File: src/rtl/prog_clock_divider.sv
// Multi-channel runtime-programmable clock divider / tick generator.
// Optional CLKDIV_SYNC_EN adds a sync_all input that restarts every channel in phase.
module prog_clock_divider_ch #(
  parameter int WIDTH        = 32,
  parameter int DEFAULT_HALF = 250000
) (
  input  logic             clk,
  input  logic             rst,
  input  logic             en,
  input  logic             wr,
  input  logic [WIDTH-1:0] wr_half,
  input  logic             sync,
  output logic             clk_out,
  output logic             tick,
  output logic             pending
);
  logic [WIDTH-1:0] half, pend_half, cnt;
  logic             run, tc, apply;

  always_comb begin
    run   = en && (half != '0);
    tc    = run && (cnt == half - WIDTH'(1));
    // New divisor only lands at the end of a full period, or at once when stopped
    apply = pending && ((half == '0) || (tc && clk_out));
  end

  always_ff @(posedge clk or negedge rst) begin
    if (!rst) begin
      half      <= WIDTH'(DEFAULT_HALF);
      pend_half <= '0;
      pending   <= 1'b0;
      cnt       <= '0;
      clk_out   <= 1'b0;
      tick      <= 1'b0;
    end else begin
      if (wr) begin
        pending   <= 1'b1;
        pend_half <= wr_half;
      end else if (apply) begin
        pending   <= 1'b0;
      end
      if (apply) half <= pend_half;

      if (sync || half == '0) begin
        cnt     <= '0;
        clk_out <= 1'b0;
        tick    <= 1'b0;
      end else if (tc) begin
        cnt     <= '0;
        clk_out <= ~clk_out;
        tick    <= ~clk_out;
      end else if (run) begin
        cnt     <= cnt + WIDTH'(1);
        tick    <= 1'b0;
      end else begin
        tick    <= 1'b0;
      end
    end
  end
endmodule

module prog_clock_divider #(
  parameter int N_CH         = 4,
  parameter int WIDTH        = 32,
  parameter int DEFAULT_HALF = 250000,
  parameter int CH_W         = (N_CH > 1) ? $clog2(N_CH) : 1
) (
  input  logic             clk,
  input  logic             rst,
  input  logic [N_CH-1:0]  en,
  input  logic             cfg_valid,
  output logic             cfg_ready,
  input  logic [CH_W-1:0]  cfg_ch,
  input  logic [WIDTH-1:0] cfg_half,
`ifdef CLKDIV_SYNC_EN
  input  logic             sync_all,
`endif
  output logic [N_CH-1:0]  clk_out,
  output logic [N_CH-1:0]  tick
);
  logic [N_CH-1:0] pending, wr;
  logic            sync;

`ifdef CLKDIV_SYNC_EN
  assign sync = sync_all;
`else
  assign sync = 1'b0;
`endif

  // Out-of-range channel never matches, so it is accepted and dropped
  always_comb begin
    cfg_ready = 1'b1;
    for (int i = 0; i < N_CH; i++)
      if (cfg_ch == CH_W'(i) && pending[i]) cfg_ready = 1'b0;
  end

  for (genvar i = 0; i < N_CH; i++) begin : g_ch
    assign wr[i] = cfg_valid && cfg_ready && (cfg_ch == CH_W'(i));
    prog_clock_divider_ch #(.WIDTH(WIDTH), .DEFAULT_HALF(DEFAULT_HALF)) u_ch (
      .clk     (clk),
      .rst     (rst),
      .en      (en[i]),
      .wr      (wr[i]),
      .wr_half (cfg_half),
      .sync    (sync),
      .clk_out (clk_out[i]),
      .tick    (tick[i]),
      .pending (pending[i])
    );
  end
endmodule

File: config.mk
export PLATFORM = sky130hd
export DESIGN_NAME = prog_clock_divider
export DESIGN_NICKNAME = d
export VERILOG_FILES = /design/src/rtl/prog_clock_divider.sv
export SDC_FILE = /design/constraint.sdc
export NUM_CORES = 1
export LEC_CHECK = 0
export CAP_MARGIN = 20
export CORE_UTILIZATION = 40
export DETAILED_ROUTE_END_ITERATION = 10
export GPL_TIMING_DRIVEN = 0
export PLACE_DENSITY = 0.62
export SETUP_SLACK_MARGIN = 0.2
export SLEW_MARGIN = 20
export SYNTH_ARGS = -nofsm -noshare
export SYNTH_HDL_FRONTEND = slang
export SYNTH_SLANG_ARGS = --single-unit
File: constraint.sdc
create_clock -name clk -period 3.66 [get_ports clk]
set_clock_uncertainty 0.15 [all_clocks]
set_input_delay 0.732 -clock clk [delete_from_list [all_inputs] [get_ports clk]]
set_output_delay 0.732 -clock clk [all_outputs]
set_load 0.005 [all_outputs]
## Word level (Yosys, flattened, before mapping)

Index checks and enable logic that the tools add are counted.

- Bits in registers: 396
- Latch bits: 0
- Bits in writable memories: 0
- ROM bits: 0
- Bits of input ports: 41
- Output and inout bits: 9
- Logic and storage cells: 133
- Memories: 0

- Add/sub/neg operators: 8
- Multipliers: 0
- Div/mod/pow operators: 0
- Order comparisons: 0
- Equal/unequal tests: 7
- Shift-type cells: 0
- Multiplexer cells: 40
- Bitwise operators: 4
- Reductions and logical operators: 50

Operators with widths:

| kind | count |
|---|---|
| $mux W32 | 12 |
| $add A32 B1 Y32 const B | 4 |
| $eq A32 B32 Y1 | 4 |
| $logic_not A32 Y1 | 4 |
| $reduce_bool A32 Y1 | 4 |
| $sub A32 B1 Y32 const B | 4 |
| $mux W1 | 28 |
| $logic_and A1 B1 Y1 | 25 |
| $reduce_bool A2 Y1 | 8 |
| $reduce_bool A3 Y1 | 4 |
| $eq A2 B2 Y1 const B | 2 |
| $logic_or A1 B1 Y1 | 4 |
| $not A1 Y1 | 4 |
| $eq A2 B1 Y1 const B | 1 |
| $logic_not A2 Y1 | 1 |

## Longest topological paths before layout

Gate-level depths: netlist of the first run.

- Depth in word-level cells: 9
- Depth in mapped cells: 14
- Gate-level depth less buffers: 11

## Hierarchy

A second synthesis of the first run with hierarchy kept.

- Cells, all modules: 2092
- Area, all modules: 22146.2 um^2

Modules (own cells, without submodules):

| module | instances | cells each | area an instance (um^2) | sequential area each (um^2) |
|---|---|---|---|---|
| prog_clock_divider_ch (g_ch[0].u_ch ...) | 3 | 522 | 5537.8 | 2486.1 |
| prog_clock_divider_ch (g_ch[3].u_ch) | 1 | 518 | 5465.2 | 2486.1 |
| prog_clock_divider | 1 | 8 | 67.6 | 0.0 |

## Least setup slack after synthesis of the first run

Ideal clock, no wire load.

- Path kind: register -> register
- Start point: reg g_ch[2].u_ch.half[0]
- End point: reg g_ch[2].u_ch.half[13]
- Setup time: 128 ps
- Arrival time: 3365 ps
- Required time: 3382 ps
- Path slack: 17 ps
- Stages on the path, launching flop included: 14
- Path buffers: 2
- Cells stage by stage: dfrtp_1 > inv_1 > ha_1 > buf_4 > or4b_1 > nor2_1 > a31oi_1 > or4_1 > a2111oi_2 > nand4_1 > and4bb_2 > a31oi_4 > buf_4 > mux2_1

- Cells in the longest elaborated chain, start to end: 6
- Elaborated cells between the ends (all ways): 9
- Those cells by class: add/sub: 1; eq/ne: 1; reduce/logical: 7

RTL lines:

| element | RTL line | RTL |
|---|---|---|
| from (decl) | 17 | `logic [WIDTH-1:0] half, pend_half, cnt;` |
| from (signal assigned) | 29 | `half <= WIDTH'(DEFAULT_HALF);` |
| from (signal assigned) | 42 | `if (apply) half <= pend_half;` |
| $sub A32 B1 Y32 / $reduce_bool A32 Y1 (equally long branches) | 22, 21 |  |
| $eq A32 B32 Y1 / $logic_and A1 B1 Y1 (equally long branches) | 22, 21 |  |
| $logic_and A1 B1 Y1 | 22 | `tc = run && (cnt == half - WIDTH'(1));` |
| $logic_and A1 B1 Y1 | 24 | `apply = pending && ((half == '0) \|\| (tc && clk_out));` |
| $logic_or A1 B1 Y1 (*) | 24 |  |
| $logic_and A1 B1 Y1 (*) | 24 |  |

Every way passes the cells marked *; elsewhere a longest branch is shown, timed or not.
A chain may end at the register's enable or synchronous reset.

## Final worst setup path of the first run

- Start point: reg g_ch[3].u_ch.half[12]
- End point: reg g_ch[3].u_ch.half[25]

- Cells in the longest elaborated chain, start to end: 6
- Elaborated cells between the ends (all ways): 9
- Those cells by class: add/sub: 1; eq/ne: 1; reduce/logical: 7

RTL lines:

| element | RTL line |
|---|---|
| from (decl) | 17 |
| from (signal assigned) | 29 |
| from (signal assigned) | 42 |
| $sub A32 B1 Y32 / $reduce_bool A32 Y1 (equally long branches) | 22, 21 |
| $eq A32 B32 Y1 / $logic_and A1 B1 Y1 (equally long branches) | 22, 21 |
| $logic_and A1 B1 Y1 | 22 |
| $logic_and A1 B1 Y1 | 24 |
| $logic_or A1 B1 Y1 (*) | 24 |
| $logic_and A1 B1 Y1 (*) | 24 |

Marks and branches as above.

==> run summary, run 1 <==
Num CTS Buffers - 43
Hold endpoint - g_ch[3].u_ch.half[28]$_DFFE_PN0P_
CTS sink cnt - 396
CP required - 3960 ps
Share of power burned in registers - 35.1%
R2R Setup Slk - -90 ps
Internal power - 11,400 uW
Post-Syn Area - 21,800 um^2
Slew headroom - 33.7%
CP max FO - 7
Clock transition at path regs - 60 ps
Synth Register Bits - 396
DIE WIDTH - 235 um
Post-DP Area - 23,300 um^2
Hold Crit Start - g_ch[3].u_ch.pend_half[28]$_DFFE_PN0P_
Top cell type's share of synthesized area - 42.3%
Status - finished with violations
Vias per cell - 5.65
Clock Power Share - 25.6%
Power per cell area - 632 nW/um^2
Dominant synthesized flop cell - dfrtp_1
Ys async rst share - 100%
Hold Vio Cnt, Final - 0
Worst r2r src - g_ch[3].u_ch.half[12]$_DFFE_PN1P_
Synth Area per Inst - 10.1 um^2
Reg2Reg Depth - 12
Via count - 17,700
Mapped Nets - 2,215
Violated checks - negative setup slack
Design Area, Final - 28,400 um^2
Unique masters post-synth - 95
Post-route setup TNS - -3750 ps
Pin count of the biggest net entering global routing - 102
HP Class - reg -> reg
Synth area leader - dfrtp_1
VDD IR max - 0.555 mV
Final Slew Violations - 0
Die Y - 235 um
Combinational share of power - 39.3%
Switching share of power - 36.6%
Synth area leaders - dfrtp_1, xnor2_1, xor2_1, mux2_2, mux2_1
Starting Density - 40.5%
Residual DRC - 0
TritonCTS clock tree - yes
Fin crit share - 102%
Row count - 85
Min cycle time layout - 3750 ps
Number of global-route vias before repair - 17,800
Antenna violations before repair - 7
Worst-margin pin slew - 986 ps
Layout area overhead - 30.5%
Most common cell in the netlist - dfrtp_1
Antenna diodes - 0
Routability cong. - 0.880
First-pass GRT wire length - 98,400 um
Antenna viol nets, final - 0
Yosys warns - 0
Global router's overall resource usage - 22.2%
Final worst setup slack - -85.8 ps
DRT Wirelength - 62,100 um
Max Buffers Root-to-Sink - 3
Leak - 0.0121 uW
Sw Pwr - 6560 uW
Placeable core area - 53,800 um^2
Number of synthesized flops with an enable pin - 0
Worst setup path class - reg -> reg
RSZ-0062 raised after global routing - true
GRT overflow - 0
Die area - 55,400 um^2
Crit. End Element - flop
I/O pin cnt - 50
Crit path DAT - 4050 ps
DRT iter0 DRCs - 1,004
Nets - 2,453
WHS Path Cells - 1
Post-place setup slack - -922 ps
Sequential element share of the synthesized area - 45.7%
Clock root cell - clkbuf_16
Top cells by count, synth - dfrtp_1, nor2_1, nand2_1
Synth Instances - 2,166
FF-to-FF End - g_ch[3].u_ch.half[25]$_DFFE_PN0P_
Wirelength per Cell - 19.8 um
Final setup fails - 71
Number of H-tree levels - 2
PortBufs - 45
Post-DP HPWL - 42,300 um
Proportion of layout cells with a drive suffix above 1 - 31.6%
CP startpoint kind - flop
Fmax - 267 MHz
Clk Latency, worst-skew pair - 590 ps
Max_cap viols - 0
DR pass1 iterations - 5
## placed cells by master (no fill, tap or decap), types with 65 or more instances in the layout
cell and count:
mux2_4 77, dfrtp_1 354, inv_1 65, nor2_1 181, mux2_2 92, nand3_1 67
xor2_1 140, xnor2_1 135, nand2_1 142, buf_4 107
## per-stage QoR
stage | power [uW] | cells | util [%] | hold slack [ps]
final | 17900 | 3134 | 52.8 | 337
after floorplan | 9900 | 2166 | - | 286
after global routing | 18900 | 3134 | 52.8 | 353
after global placement | 11300 | 2907 | 43.1 | 311
after CTS | 17100 | 3086 | 50.2 | 337
after detailed placement | 11400 | 2912 | 43.3 | 322
## worst max-delay path by stage
stage	start	to	slack [ps]	cells after the start
after floorplan	g_ch[2].u_ch.half[0]$_DFFE_PN0P_	g_ch[2].u_ch.half[13]$_DFFE_PN0P_	150	13
after global placement	rst	g_ch[2].u_ch.cnt[1]$_DFFE_PN0P_	-15240	1
after detailed placement	g_ch[0].u_ch.half[0]$_DFFE_PN0P_	g_ch[0].u_ch.half[10]$_DFFE_PN0P_	-920	11
after CTS	g_ch[2].u_ch.half[0]$_DFFE_PN0P_	g_ch[2].u_ch.half[0]$_DFFE_PN0P_	-120	13
after global routing	g_ch[1].u_ch.half[6]$_DFFE_PN0P_	g_ch[1].u_ch.half[3]$_DFFE_PN0P_	-190	14
final	g_ch[3].u_ch.half[12]$_DFFE_PN1P_	g_ch[3].u_ch.half[25]$_DFFE_PN0P_	-90	12
## cell families after synthesis
| kind of cell | share of synthesized area (%) |
|---|---|
| and+or+nand+nor | 20.7 |
| DFF | 45.7 |
| AOI/OAI and AO/OA | 9.08 |
| xor gates and xnor gates | 11.3 |
| muxes | 9.35 |
| buffers and inverters | 3.51 |
| adders and majority gates | 0.460 |
## power by group through the flow
stage | logic (uW) | clock network (uW) | registers, uW
4_1_cts | 6170 | 4710 | 6250
2_1_floorplan | 3980 | 0 | 5920
3_3_place_gp | 5040 | 0 | 6230
6_report | 7050 | 4600 | 6300
3_5_place_dp | 5180 | 0 | 6250
5_1_grt | 7640 | 4870 | 6430
## metal layers
metal  wire, um  vias up  global-route usage (%)  share of wire [%]
met5        199        -                    2.60               0.32
met4       1410        4                    6.00                2.3
met3       2870       94                    3.39                4.6
met2      29100      379                    35.9                 47
met1      28500     9003                    30.7                 46
li1           -     8233                       -                  -
## registers in the layout, summed over array words and instances (netlist names)
name                 flops
g_ch.u_ch.cnt          128
g_ch.u_ch.half         128
g_ch.u_ch.pend_half    128
g_ch.u_ch.clk_out        4
g_ch.u_ch.pending        4
g_ch.u_ch.tick           4
## critical path, cell delays in order, from the launching register on
cell and delay (ps):
dfstp_2 370, or4_4 520, buf_6 140, or2_1 210, buf_6 130, or3_1 340, o31a_1 290, o21bai_4 190
nor4_4 290, a41oi_2 190, nor2_4 300, buf_8 190, mux2_4 310
## what timing repair did
| item | CTS | global route |
|---|---|---|
| hold buffers | 1 | 0 |
| hold endpoints to repair | 26 | 0 |
| gates resized for setup | 327 | 268 |
| pin swaps | 95 | 94 |
| buffers inserted | 83 | 44 |
| setup endpoints to repair | 268 | 265 |
| cloned | 11 | 4 |
## layout make-up
class                           count  area [um^2]
Sequential cell                   396         9960
Multi-Input combinational cell   1596        13100
Fill cell                        4782        25400
Inverter                           69          259
Buffer                            105          818
Clock inverter                     18          210
Clock buffer                       61         1290
Tap cell                          696          871
Timing Repair Buffer              193         1950
No activity file was read; power rests on OpenSTA's default activity.
==> run 2: changes to the inputs <==
Settings changed: SETUP_SLACK_MARGIN 0.2 to 0.5.
==> run 2 against run 1 <==
  * Cell count grew 0.99%
  * Fmax barely moved
  * Via count grew 1.4%
  * Sequential share of layout area fell by 0.84 points
  * Global-route usage grew 0.28 points
  * First-iteration DRC count increased by 12%
  * Sequential power hardly changed
  * Register-to-register slack about the same
  * Worst setup slack lost 3.7 ps
  * The flow still finishes with violations (negative setup slack)
==> run summary, run 2 (synthesized netlist as in run 1, its figures left out) <==
RSZ-0062 raised after global routing - true
Antenna viol nets, final - 0 (unchanged)
CP required - 3970 ps (about the same)
Antenna violations before repair - 4 (-3)
DRT iter0 DRCs - 1,120 (+12%)
Met2 Track Usage GR - 36.0% (+0.099 points)
TritonCTS clock tree - yes
Fill count - 4,596 (-3.9%)
Final Core Density - 54.1% (+1.3 points)
Crit path buf inv count - 3 (unchanged)
Crit path top cell by count - buf_6
Post-DP HPWL - 42,700 um (+0.82%)
R2R Setup Slk - -90 ps (about the same)
Post-route setup TNS - -1650 ps (+2100 ps)
Residual DRC - 0 (unchanged)
Clk Latency, worst-skew pair - 580 ps (about the same)
GRT overflow - 0 (unchanged)
Nets - 2,484 (+1.3%)
Clock root cell - clkbuf_16
Violated checks - negative setup slack
Crit-path slowest cell - or4b_4
Most common cell after layout, fill and taps aside - dfrtp_1
Levels on crit path - 12 (unchanged)
Via count - 18,000 (+1.4%)
Layout area overhead - 33.8%
Busiest grt layer - met2
Fmax - 267 MHz (about the same)
Worst Setup EP - g_ch[3].u_ch.half[24]$_DFFE_PN0P_
Biggest regs - g_ch.u_ch.cnt x128, g_ch.u_ch.half x128, g_ch.u_ch.pend_half x128
Post-place setup slack - -478 ps (+443 ps)
Vias per cell - 5.67 (+0.40%)
Power per cell area - 630 nW/um^2 (-0.18%)
Reg2Reg Depth - 12 (unchanged)
Number of global-route vias before repair - 18,000 (+0.91%)
CP Launch Point - g_ch[3].u_ch.half[2]$_DFFE_PN0P_
Worst r2r src - g_ch[3].u_ch.half[2]$_DFFE_PN0P_
Post-DP Area - 23,800 um^2 (+2.0%)
Slew headroom - 21.6% (-12 points)
Max Buffers Root-to-Sink - 3 (unchanged)
Global router's overall resource usage - 22.5% (+0.28 points)
First-pass GRT wire length - 99,400 um (+0.92%)
I/O pin cnt - 50 (unchanged)
Num CTS Buffers - 43 (unchanged)
FF-to-FF End - g_ch[3].u_ch.half[24]$_DFFE_PN0P_
Placeable core area - 53,800 um^2 (unchanged)
DR pass1 iterations - 5 (unchanged)
Worst setup path class - reg -> reg
Worst-margin pin slew - 1170 ps (+181 ps)
Die Y - 235 um (unchanged)
M3 GR Usage - 3.68% (+0.29 points)
DIE WIDTH - 235 um (unchanged)
Final setup fails - 43 (-39%)
DRT Wirelength - 64,100 um (+3.3%)
CP max FO - 5 (-2)
CP startpoint kind - flop
Most frequent cells in the layout - dfrtp_1, nor2_1, xor2_1, nand2_1, xnor2_1
Fin crit share - 102% (about the same)
Antenna diodes - 0 (unchanged)
CTS sink cnt - 396 (unchanged)
Worst path cell trace - buf_6, or4_4, buf_6, nor3_4, nand4_1, o31ai_4, buf_4, o211ai_1, or4b_4, nor4b_4, nand2_2, a22o_1
Status - finished with violations
Min cycle time layout - 3750 ps (+3.69 ps)
Design Area, Final - 29,100 um^2 (+2.5%)
VDD IR max - 0.477 mV (-14%)
Crit-path max cell delay - 550 ps (+30 ps)
Met1 GRT Util - 31.1% (+0.33 points)
Hold_ws - 346 ps (+9.82 ps)
PortBufs - 45 (unchanged)
Row count - 85 (unchanged)
Hold Vio Cnt, Final - 0 (unchanged)
Starting Density - 40.5% (unchanged)
Final Slew Violations - 0 (unchanged)
Crit path max-delay family - simple AND/OR/NAND/NOR gates
Pin count of the biggest net entering global routing - 91 (-11%)
Final worst setup slack - -89.5 ps (-3.69 ps)
Crit. End Element - flop
Die area - 55,400 um^2 (unchanged)
Number of H-tree levels - 2 (unchanged)
Crit path DAT - 4060 ps (about the same)
Max_cap viols - 0 (unchanged)
Routability cong. - 0.900 (+2.3%)
Proportion of layout cells with a drive suffix above 1 - 33.3% (+1.7 points)
HP Class - reg -> reg
Leak - 0.0124 uW (+3.1%)
Clock transition at path regs - 60 ps (about the same)
Wirelength per Cell - 20.3 um (+2.3%)
[run 2: worst register-to-register path: cells and delay by family, from the launching register on]
kind | cells | cell delay, ps
AND/OR/NAND/NOR | 6 | 2040
AO/OA/AOI/OAI | 3 | 650
buffers and inverters | 3 | 420
flip-flops | 1 | 370
[run 2: where the power goes]
part	internal [uW]	total (uW)	switching (uW)	leakage (uW)
Clock	2950	4800	1850	0.000758
Sequential	5290	6330	1040	0.00498
Combinational	3490	7240	3750	0.00670
[run 2: layout make-up]
type,count,area (um^2),area share (%)
Sequential cell,396,9970,34.2
Tap cell,696,871,2.99
Buffer,105,935,3.21
Timing Repair Buffer,224,2300,7.91
Inverter,69,259,0.889
Multi-Input combinational cell,1596,13300,45.5
Clock inverter,13,243,0.833
Clock buffer,66,1310,4.48
[run 2: timing repair]
| item | 4_1_cts | 5_1_grt |
|---|---|---|
| hold endpoints to repair | 67 | 0 |
| endpoints found under the setup margin | 269 | 269 |
| hold buffers | 1 | 0 |
| resized for setup | 322 | 220 |
| buffers inserted | 97 | 55 |
| pin swaps | 120 | 74 |
| cloned | 18 | 3 |
[run 2: worst min path at each step]
stage,start,end,slack (ps),depth (start not counted)
floorplan,rst,g_ch[0].u_ch.clk_out$_DFFE_PN0P_,290,0
global placement,g_ch[2].u_ch.pend_half[15]$_DFFE_PN0P_,g_ch[2].u_ch.half[15]$_DFFE_PN1P_,310,1
detailed placement,g_ch[2].u_ch.pend_half[7]$_DFFE_PN0P_,g_ch[2].u_ch.half[7]$_DFFE_PN1P_,320,1
CTS,g_ch[2].u_ch.pend_half[15]$_DFFE_PN0P_,g_ch[2].u_ch.half[15]$_DFFE_PN1P_,340,1
global route,g_ch[1].u_ch.pend_half[7]$_DFFE_PN0P_,g_ch[1].u_ch.half[7]$_DFFE_PN1P_,360,1
finish,g_ch[1].u_ch.pend_half[7]$_DFFE_PN0P_,g_ch[1].u_ch.half[7]$_DFFE_PN1P_,350,1
[run 2: stage by stage]
stage | std cells | power [uW]
4_1_cts | 3107 | 17600
3_5_place_dp | 2912 | 11600
2_1_floorplan | 2166 | 10100
3_3_place_gp | 2907 | 11500
5_1_grt | 3165 | 19300
6_report | 3165 | 18400
[run 2: routing by layer]
layer | up-vias | wire length (um)
met4 | 0 | 1660
met1 | 9107 | 28900
met3 | 117 | 3410
li1 | 8294 | -
met2 | 441 | 30100
met5 | - | 0
==> run 3: changes to the inputs <==
Settings changed: SLEW_MARGIN 20 to default.
==> run 3 against run 2 <==
  * The run still ends with negative setup slack left
  * Cell count decreased by 0.51%
  * Fmax decreased by 0.36%
  * Clock power about the same
  * Register-to-register slack about the same
  * Sequential cell count unchanged
  * First-iteration DRC count increased by 15%
  * Non-clock buffer count decreased by 17
  * Critical endpoint is now g_ch[2].u_ch.half[19]$_DFFE_PN0P_
  * Largest cell class unchanged
  * Largest power group unchanged
==> run summary, run 3 (synthesized netlist as in run 1, its figures left out) <==
Nets - 2,467 (-0.68%)
Hold_ws - 344 ps (-2.20 ps)
CP required - 3990 ps (+20 ps)
Post-DP Area - 23,800 um^2 (about the same)
Clock transition at path regs - 60 ps (about the same)
Proportion of layout cells with a drive suffix above 1 - 35.0% (+1.6 points)
Hold Crit Start - g_ch[3].u_ch.pend_half[12]$_DFFE_PN0P_
Num CTS Buffers - 43 (unchanged)
CTS sink cnt - 396 (unchanged)
Fin crit share - 103% (+0.37 points)
Most frequent cells in the layout - dfrtp_1, xor2_1, nand2_1
Routability cong. - 0.900 (unchanged)
CP max FO - 6 (+1)
Antenna viol nets, final - 0 (unchanged)
Crit. End Element - flop
Crit path DAT - 4090 ps (+30 ps)
Most common cell after layout, fill and taps aside - dfrtp_1
Worst r2r src - g_ch[2].u_ch.half[0]$_DFFE_PN0P_
Antenna violations before repair - 3 (-1)
Final worst setup slack - -103 ps (-13.6 ps)
Wirelength per Cell - 20.0 um (-1.3%)
CP Launch Point - g_ch[2].u_ch.half[0]$_DFFE_PN0P_
VDD IR max - 0.702 mV (+47%)
DR pass1 iterations - 7 (+2)
Crit-path slowest cell - or4b_4
Clock root cell - clkbuf_16
Worst-margin pin slew - 752 ps (-415 ps)
CP startpoint kind - flop
Biggest regs - g_ch.u_ch.cnt x128, g_ch.u_ch.half x128, g_ch.u_ch.pend_half x128
Worst path cell trace - inv_2, ha_4, buf_6, or4b_4, nor2_4, a31oi_2, or4_4, a2111oi_4, nand4_1, and4bb_2, a31oi_4, buf_6, mux2_4
RSZ-0062 raised after global routing - true
Fmax - 266 MHz (-0.36%)
Design Area, Final - 29,400 um^2 (+0.81%)
First-pass GRT wire length - 97,200 um (-2.1%)
Crit path top cell by count - buf_6
I/O pin cnt - 50 (unchanged)
Placeable core area - 53,800 um^2 (unchanged)
Fill count - 4,525 (-1.5%)
Hold Vio Cnt, Final - 0 (unchanged)
TritonCTS clock tree - yes
Violated checks - negative setup slack
GRT overflow - 0 (unchanged)
Max Buffers Root-to-Sink - 3 (unchanged)
Number of global-route vias before repair - 17,600 (-2.2%)
Post-Layout Cell Count - 3,149 (-0.51%)
Worst Setup EP - g_ch[2].u_ch.half[19]$_DFFE_PN0P_
DRT iter0 DRCs - 1,286 (+15%)
Min cycle time layout - 3760 ps (+13.6 ps)
Reg2Reg Depth - 13 (+1)
PortBufs - 45 (unchanged)
Crit path buf inv count - 3 (unchanged)
Global router's overall resource usage - 22.0% (-0.50 points)
Vias per cell - 5.66 (-0.24%)
Status - finished with violations
Via count - 17,800 (-0.75%)
Leak - 0.0123 uW (-1.2%)
Row count - 85 (unchanged)
Pin count of the biggest net entering global routing - 91 (unchanged)
R2R Setup Slk - -100 ps (about the same)
Crit path max-delay family - simple AND/OR/NAND/NOR gates
Final Slew Violations - 0 (unchanged)
Final Core Density - 54.6% (+0.44 points)
Number of H-tree levels - 2 (unchanged)
Max_cap viols - 0 (unchanged)
Layout area overhead - 34.9%
Final setup fails - 51 (+19%)
FF-to-FF End - g_ch[2].u_ch.half[19]$_DFFE_PN0P_
DRT Wirelength - 63,000 um (-1.8%)
Die Y - 235 um (unchanged)
Post-route setup TNS - -3110 ps (-1470 ps)
Die area - 55,400 um^2 (unchanged)
Placed cells - 2,912 (unchanged)
HP Class - reg -> reg
Post-DP HPWL - 42,600 um (-0.23%)
Power per cell area - 624 nW/um^2 (-0.96%)
Slew headroom - 49.4% (+28 points)
Crit-path max cell delay - 490 ps (-60 ps)
Residual DRC - 0 (unchanged)
DIE WIDTH - 235 um (unchanged)
Starting Density - 40.5% (unchanged)
Worst setup path class - reg -> reg
Levels on crit path - 13 (+1)
Clk Latency, worst-skew pair - 590 ps (about the same)
## run 3: cell count changes in the layout (fill, tap and decap cells not counted), sizes merged, moves of 2 or more
cell,before,now
buf,215,201
clkbuf,135,125
clkinv,5,8
inv,69,72
clkdlybuf4s50,42,44
dlygate4sd2,2,0
## run 3: worst min path at each step
stage | to | cells after the start | slack, ps
3_5_place_dp | g_ch[2].u_ch.half[7]$_DFFE_PN1P_ | 1 | 320
2_1_floorplan | g_ch[0].u_ch.clk_out$_DFFE_PN0P_ | 0 | 290
4_1_cts | g_ch[2].u_ch.half[12]$_DFFE_PN1P_ | 1 | 340
6_report | g_ch[3].u_ch.half[12]$_DFFE_PN1P_ | 1 | 340
3_3_place_gp | g_ch[2].u_ch.half[15]$_DFFE_PN1P_ | 1 | 310
5_1_grt | g_ch[3].u_ch.half[12]$_DFFE_PN1P_ | 1 | 360
## run 3: routing by layer
| layer | up-vias | GRT usage [%] | part of all wire, % |
|---|---|---|---|
| met1 | 9014 | 30.4 | 46 |
| met2 | 441 | 35.3 | 47 |
| met4 | 0 | 5.27 | 2.0 |
| met5 | - | 0 | 0 |
| met3 | 96 | 4.42 | 5.4 |
| li1 | 8274 | - | - |
## run 3: power breakdown
part           switching (uW)  leakage [uW]  internal (uW)  total [uW]
Sequential               1030       0.00498           5290        6320
Clock                    1890      0.000769           2940        4830
Combinational            3710       0.00654           3470        7180
Total                    6630        0.0123          11700       18300
## run 3: layout make-up
cell class	instances	area, um^2	share of cell area, %
Timing Repair Buffer	207	2240	7.63
Sequential cell	396	9970	33.9
Clock inverter	20	329	1.12
Buffer	105	935	3.18
Clock buffer	59	1240	4.21
Antenna cell	1	2.50	0.00852
Tap cell	696	871	2.96
Inverter	69	259	0.882
Multi-Input combinational cell	1596	13500	46.1
## run 3: stage by stage
stage,power (uW),worst slack (ps)
3_5_place_dp,11600,-467
4_1_cts,17400,-146
2_1_floorplan,10100,155
6_report,18300,-103
5_1_grt,19300,-295
3_3_place_gp,11500,-16790
## run 3: worst reg2reg max path, delay by kind of cell (launching register included)
| kind | cells | cell delay [ps] |
|---|---|---|
| mux | 1 | 290 |
| compound gates | 3 | 610 |
| buf+inv | 3 | 390 |
| flops | 1 | 450 |
| fa+ha+maj | 1 | 130 |
| simple gates | 5 | 1620 |
## run 3: timing repair
item	in CTS	in global routing
gates resized for setup	219	403
pin swaps	70	144
hold buffers	1	0
gates cloned	10	8
buffers inserted	72	65
endpoints found under the setup margin	269	269
hold endpoints to repair	67	0
